--- config.mk ---
export PLATFORM = sky130hd
export DESIGN_NAME = sim_time
export DESIGN_NICKNAME = d
export VERILOG_FILES = /design/src/rtl/sim_time_pkg.sv /design/src/rtl/sim_time_waiter.sv /design/src/rtl/sim_time.sv
export SDC_FILE = /design/constraint.sdc
export NUM_CORES = 1
export LEC_CHECK = 0
export ABC_AREA = 1
export BUFFER_PORTS_ARGS = -buffer_cell sky130_fd_sc_hd__buf_2
export CORE_AREA = 2 2 166 168
export CTS_BUF_LIST = sky130_fd_sc_hd__clkbuf_4
export DETAILED_ROUTE_END_ITERATION = 12
export DIE_AREA = 0 0 168 170
export PLACE_DENSITY = 0.79
export SYNTH_ARGS = -nofsm -noshare
export SYNTH_HDL_FRONTEND = slang
export SYNTH_SLANG_ARGS = --single-unit
--- constraint.sdc ---
create_clock -name clk_i -period 5.3 [get_ports clk_i]
set_input_delay 0.265 -clock clk_i [delete_from_list [all_inputs] [get_ports clk_i]]
set_output_delay 0.265 -clock clk_i [all_outputs]
set_load 0.05 [all_outputs]
--- src/rtl/sim_time_pkg.sv ---
// Shared types and helpers for the simulation time base.
// Timestamps are 64-bit picosecond counts.
package sim_time_pkg;

   typedef logic [63:0] simtime_t;

   typedef enum logic {
      WT_IDLE = 1'b0,
      WT_BUSY = 1'b1
   } wait_state_e;

   localparam longint PS_PER_S = 64'sd1_000_000_000_000;

   // A zero frequency has no period, so it maps to 0 instead of dividing by zero.
   function automatic simtime_t freq2period(input longint freq_hz);
      if (freq_hz == 64'sd0) begin
         return '0;
      end
      return simtime_t'(PS_PER_S / freq_hz);
   endfunction

endpackage

--- src/rtl/sim_time_waiter.sv ---
// One-shot relative-wait timer against the live timestamp.
//
//   state   | meaning
//   --------+-----------------------------------------------------
//   WT_IDLE | no wait pending; a start latches now + delta
//   WT_BUSY | waiting; leaves on the first edge where now >= deadline
import sim_time_pkg::*;

module sim_time_waiter (
   input  logic     i_clk,
   input  logic     i_rst_n,
   input  simtime_t i_now,
   input  logic     i_start,
   input  simtime_t i_delta,
   output logic     o_busy,
   output logic     o_done
);

   wait_state_e r_state;
   wait_state_e w_state_nxt;
   simtime_t    r_deadline;
   simtime_t    w_deadline_nxt;
   simtime_t    w_diff;
   logic        w_expired;
   logic        r_done;
   logic        w_done_nxt;

   // Sign of the wrapped difference keeps the compare valid across timestamp wrap.
   assign w_diff    = i_now - r_deadline;
   assign w_expired = ~w_diff[63];

   always_ff @(posedge i_clk or negedge i_rst_n) begin
      if (!i_rst_n) begin
         r_state    <= WT_IDLE;
         r_deadline <= '0;
         r_done     <= 1'b0;
      end else begin
         r_state    <= w_state_nxt;
         r_deadline <= w_deadline_nxt;
         r_done     <= w_done_nxt;
      end
   end

   always_comb begin
      w_state_nxt    = r_state;
      w_deadline_nxt = r_deadline;
      w_done_nxt     = 1'b0;
      case (r_state)
         WT_IDLE: begin
            if (i_start) begin
               w_deadline_nxt = i_now + i_delta;
               w_state_nxt    = WT_BUSY;
            end
         end
         WT_BUSY: begin
            if (w_expired) begin
               w_state_nxt = WT_IDLE;
               w_done_nxt  = 1'b1;
            end
         end
         default: w_state_nxt = WT_IDLE;
      endcase
   end

   assign o_busy = (r_state == WT_BUSY);
   assign o_done = r_done;

endmodule

--- src/rtl/sim_time.sv ---
// Free-running picosecond time base with snapshot capture and a relative-wait timer.
import sim_time_pkg::*;

module sim_time #(
   parameter longint unsigned CLK_PERIOD_PS = 64'd1000,
   parameter int              TIME_W        = 64
) (
   input  logic              clk_i,
   input  logic              rst_ni,
   output logic [TIME_W-1:0] now_o,
   input  logic              snap_req_i,
   output logic [TIME_W-1:0] snap_o,
   input  logic              wait_start_i,
   input  logic [TIME_W-1:0] wait_ps_i,
   output logic              wait_busy_o,
   output logic              wait_done_o
);

   localparam logic [TIME_W-1:0] LP_STEP = TIME_W'(CLK_PERIOD_PS);

   logic [TIME_W-1:0] r_now;
   logic [TIME_W-1:0] r_snap;

   // Counter wraps silently modulo 2^TIME_W.
   always_ff @(posedge clk_i or negedge rst_ni) begin
      if (!rst_ni) begin
         r_now  <= '0;
         r_snap <= '0;
      end else begin
         r_now <= r_now + LP_STEP;
         if (snap_req_i) begin
            r_snap <= r_now;
         end
      end
   end

   sim_time_waiter u_waiter (
      .i_clk   (clk_i),
      .i_rst_n (rst_ni),
      .i_now   (r_now),
      .i_start (wait_start_i),
      .i_delta (wait_ps_i),
      .o_busy  (wait_busy_o),
      .o_done  (wait_done_o)
   );

   assign now_o  = r_now;
   assign snap_o = r_snap;

endmodule

==> results.json <==
{
  "cts_buffer_depth": 2,
  "status": "finished, final reports clean",
  "fp.dieH_um": 170,
  "worstHoldPathType": "input pin to register",
  "setup_viol": 0,
  "worstPathCellList": "ha_1 -> fa_1 -> nand3_1 -> nand3_2 -> nand2_1 -> nand2_2 -> nand2_1 -> nand2_1 -> nand2_1 -> nand2_1 -> nand2_1 -> nand3_1 -> nand3_1 -> nand2_1",
  "via_per_inst": 5.48,
  "htreeDepth": 4,
  "arrival_ps": 3160,
  "p_sw_mw": 0.911,
  "timing.final.ws_setup_ps": 2640,
  "finalNetCount": 2621,
  "swShare": 0.339,
  "critPathSlowestCell": "dfrtp_1",
  "fin_crit_ps": 2660,
  "start_kind": "register",
  "critPathMostFrequentCell": "nand2_1",
  "drv_slew": 0,
  "via_count": 15300,
  "drive_above_1_share": 0.137,
  "synth_area_um2": 15100,
  "clock_skew_ps": 58.8,
  "drtIter0Drc": 1553,
  "ios": 198,
  "grt_max_degree": 97,
  "max-cap-violations": 0,
  "cts_tree": "yes",
  "maxSlewHeadroom": 0.364,
  "gp_congestion": 1.02,
  "grtUsageTotal": 0.360,
  "clk-insertion-delay-late_ps": 610,
  "crit_required_ps": 5800,
  "period_share": 0.502,
  "first_pass_iters": 8,
  "pre_cts_ws_ps": 2690,
  "final_cell_count_no_fill": 2786,
  "postCtsSetupBuffers": 0,
  "syn-instance-count": 2236,
  "critical_path_class": "register to register",
  "ant_nets": 0,
  "vdd.ir_drop.worst_mv": 0.154,
  "rsz0062_at_grt": "no",
  "core-area_um2": 26700,
  "hold_buffers": 5,
  "wl_mm": 50.8,
  "fin_tns_setup_ps": 0,
  "powerDensity_nw_per_um2": 160,
  "intPower_mw": 1.78,
  "synth.yosys.seq_area_share": 0.312,
  "hold_viol_final": 0,
  "area_growth_syn_to_layout_pct": 10.9,
  "combPwrFrac": 0.138,
  "avgSynthCellArea_um2": 6.75,
  "worstPathMaxFanout": 6,
  "drc_errors": 0,
  "slowest_delay_ps": 530,
  "whs_ps": 77.4,
  "async_flop_share": 1.00,
  "dp_hpwl_mm": 41.1,
  "cts_made_buffers": 17,
  "end_kind": "register",
  "placement.io_buffers": 191,
  "synth_ff_type": "dfrtp_1",
  "clk_pin_slew_worst_paths_ps": 230,
  "grt_pass1_wl_mm": 78.7,
  "max_freq_ghz": 0.376,
  "grt-ovfl-total": 0,
  "p_total_mw": 2.69,
  "placed_cells": 2748,
  "ys_seq_elements": 188,
  "row_count": 60,
  "seqPwrFrac": 0.545,
  "tightestPinTransition_ps": 954,
  "routedWlPerCell_um": 18.3,
  "cts.sinks": 188,
  "start_util": 0.567,
  "yosysWarnings": 0,
  "die_area_um2": 28600,
  "grt_pass1_vias": 14600,
  "clock_power_share": 0.318,
  "p_leak_nw": 9.62,
  "cts-root-buf": "clkbuf_4",
  "post_cts_resized": 0,
  "die_w_um": 168,
  "synth_cell_types": 47,
  "antenna_found_initial": 1,
  "synth_edf_count": 0
}
-- synthesized netlist by cell type, types with 2 or more instances --
| cell | count | area share |
|---|---|---|
| buf_2 | 2 | 0.00066 |
| clkinv_1 | 2 | 0.00050 |
| nor3_1 | 35 | 0.012 |
| o21a_1 | 2 | 0.00099 |
| nor4_1 | 4 | 0.0017 |
| nand2_1 | 737 | 0.18 |
| buf_1 | 2 | 0.00050 |
| xor2_1 | 49 | 0.028 |
| buf_4 | 6 | 0.0030 |
| inv_2 | 17 | 0.0042 |
| nand3b_1 | 16 | 0.0080 |
| nor4_2 | 3 | 0.0025 |
| inv_1 | 381 | 0.095 |
| nand2_4 | 5 | 0.0037 |
| a21o_1 | 2 | 0.00099 |
| nor2_2 | 10 | 0.0041 |
| dfrtp_1 | 188 | 0.31 |
| nor3_2 | 12 | 0.0080 |
| o21ai_0 | 44 | 0.015 |
| o21bai_1 | 4 | 0.0020 |
| nor2_1 | 203 | 0.050 |
| nand2_2 | 13 | 0.0054 |
| nor2_8 | 2 | 0.0027 |
| o22ai_1 | 4 | 0.0017 |
| nor3_4 | 5 | 0.0054 |
| ha_1 | 121 | 0.10 |
| o21ai_1 | 14 | 0.0046 |
| or2_1 | 2 | 0.00083 |
| and2_1 | 2 | 0.00083 |
| mux2_2 | 26 | 0.019 |
| clkbuf_1 | 20 | 0.0050 |
| nor2_4 | 2 | 0.0015 |
| a21oi_1 | 113 | 0.037 |
| nand4_1 | 37 | 0.015 |
| xnor2_1 | 32 | 0.019 |
| nand3_1 | 103 | 0.034 |
| nor4_4 | 2 | 0.0028 |
| nand3_2 | 5 | 0.0033 |
-- routing by layer --
layer	vias up	global-route usage	wire length, µm
met2	684	0.564	22200
met3	99	0.0593	4980
met1	7125	0.507	22000
met4	0	0.126	1670
met5	-	0	0
li1	7371	-	-
-- metrics by stage --
stage,utilization,area (µm²)
detailed placement,0.616,16400
floorplan,-,15100
finish,0.628,16700
global placement,0.616,16400
global route,0.628,16700
CTS,0.628,16700
-- layout make-up --
type	count	area [µm²]
Tap cell	341	427
Antenna cell	1	2.50
Clock buffer	18	135
Timing Repair Buffer	201	1050
Inverter	401	1510
Fill cell	2510	9900
Sequential cell	188	4700
Clock inverter	14	148
Multi-Input combinational cell	1622	8770
-- power by group through the flow --
stage | Clock, mW | Sequential, mW | Combinational (mW)
after global routing | 0.917 | 1.47 | 0.403
final | 0.853 | 1.46 | 0.370
after global placement | 0 | 1.49 | 0.359
after detailed placement | 0 | 1.49 | 0.363
after floorplan | 0 | 1.56 | 0.166
after CTS | 0.865 | 1.46 | 0.367
-- critical path: cells and delay by family (launching register included) --
| family | cells | cell delay [ps] |
|---|---|---|
| and+or+nand+nor | 12 | 1230 |
| DFF | 1 | 530 |
| adders and majority gates | 2 | 790 |
-- registers in the layout, indices dropped and copies added (netlist names) --
| signal | cells |
|---|---|
| u_waiter.r_deadline | 64 |
| now_o | 61 |
| snap_o | 61 |
| u_waiter.o_busy | 1 |
| u_waiter.o_done | 1 |
-- final timing paths --
| kind | startpoint | end | slack [ps] | depth (start not counted) |
|---|---|---|---|---|
| max in group asynchronous | rst_ni | now_o[29] | 3800 | 3 |
| setup reg to reg | now_o[3] | u_waiter.r_deadline[63] | 2640 | 14 |
| hold reg to reg | u_waiter.r_deadline[33] | u_waiter.r_deadline[33] | 500 | 2 |
| hold / removal | wait_ps_i[62] | u_waiter.r_deadline[62] | 80 | 5 |
| min in group asynchronous | rst_ni | snap_o[3] | 170 | 2 |
| setup / recovery | now_o[3] | u_waiter.r_deadline[63] | 2640 | 14 |
-- logic make-up after synthesis --
group           Yosys count  share of synthesized area
buf+inv                 431                      0.109
mux                      26                     0.0194
simple gates           1201                      0.347
other cells               1                   0.000248
flops                   188                      0.312
xor+xnor                 81                     0.0470
compound gates          186                     0.0642
fa+ha+maj               122                      0.102
-- cell usage in the layout (no fill, tap or decap), drive strengths merged, types with 16 or more instances in the layout --
cell type | synthesis | layout
nand3b | 16 | 16
nand2 | 755 | 755
o21ai | 59 | 59
nor2 | 217 | 217
ha | 121 | 121
nor3 | 52 | 52
clkbuf | 20 | 19
a21oi | 113 | 113
xor2 | 49 | 49
xnor2 | 32 | 32
mux2 | 26 | 26
buf | 10 | 195
nand4 | 38 | 38
dfrtp | 188 | 188
nand3 | 108 | 108
inv | 399 | 406
Note: power is estimated with default switching activity, not from simulation.
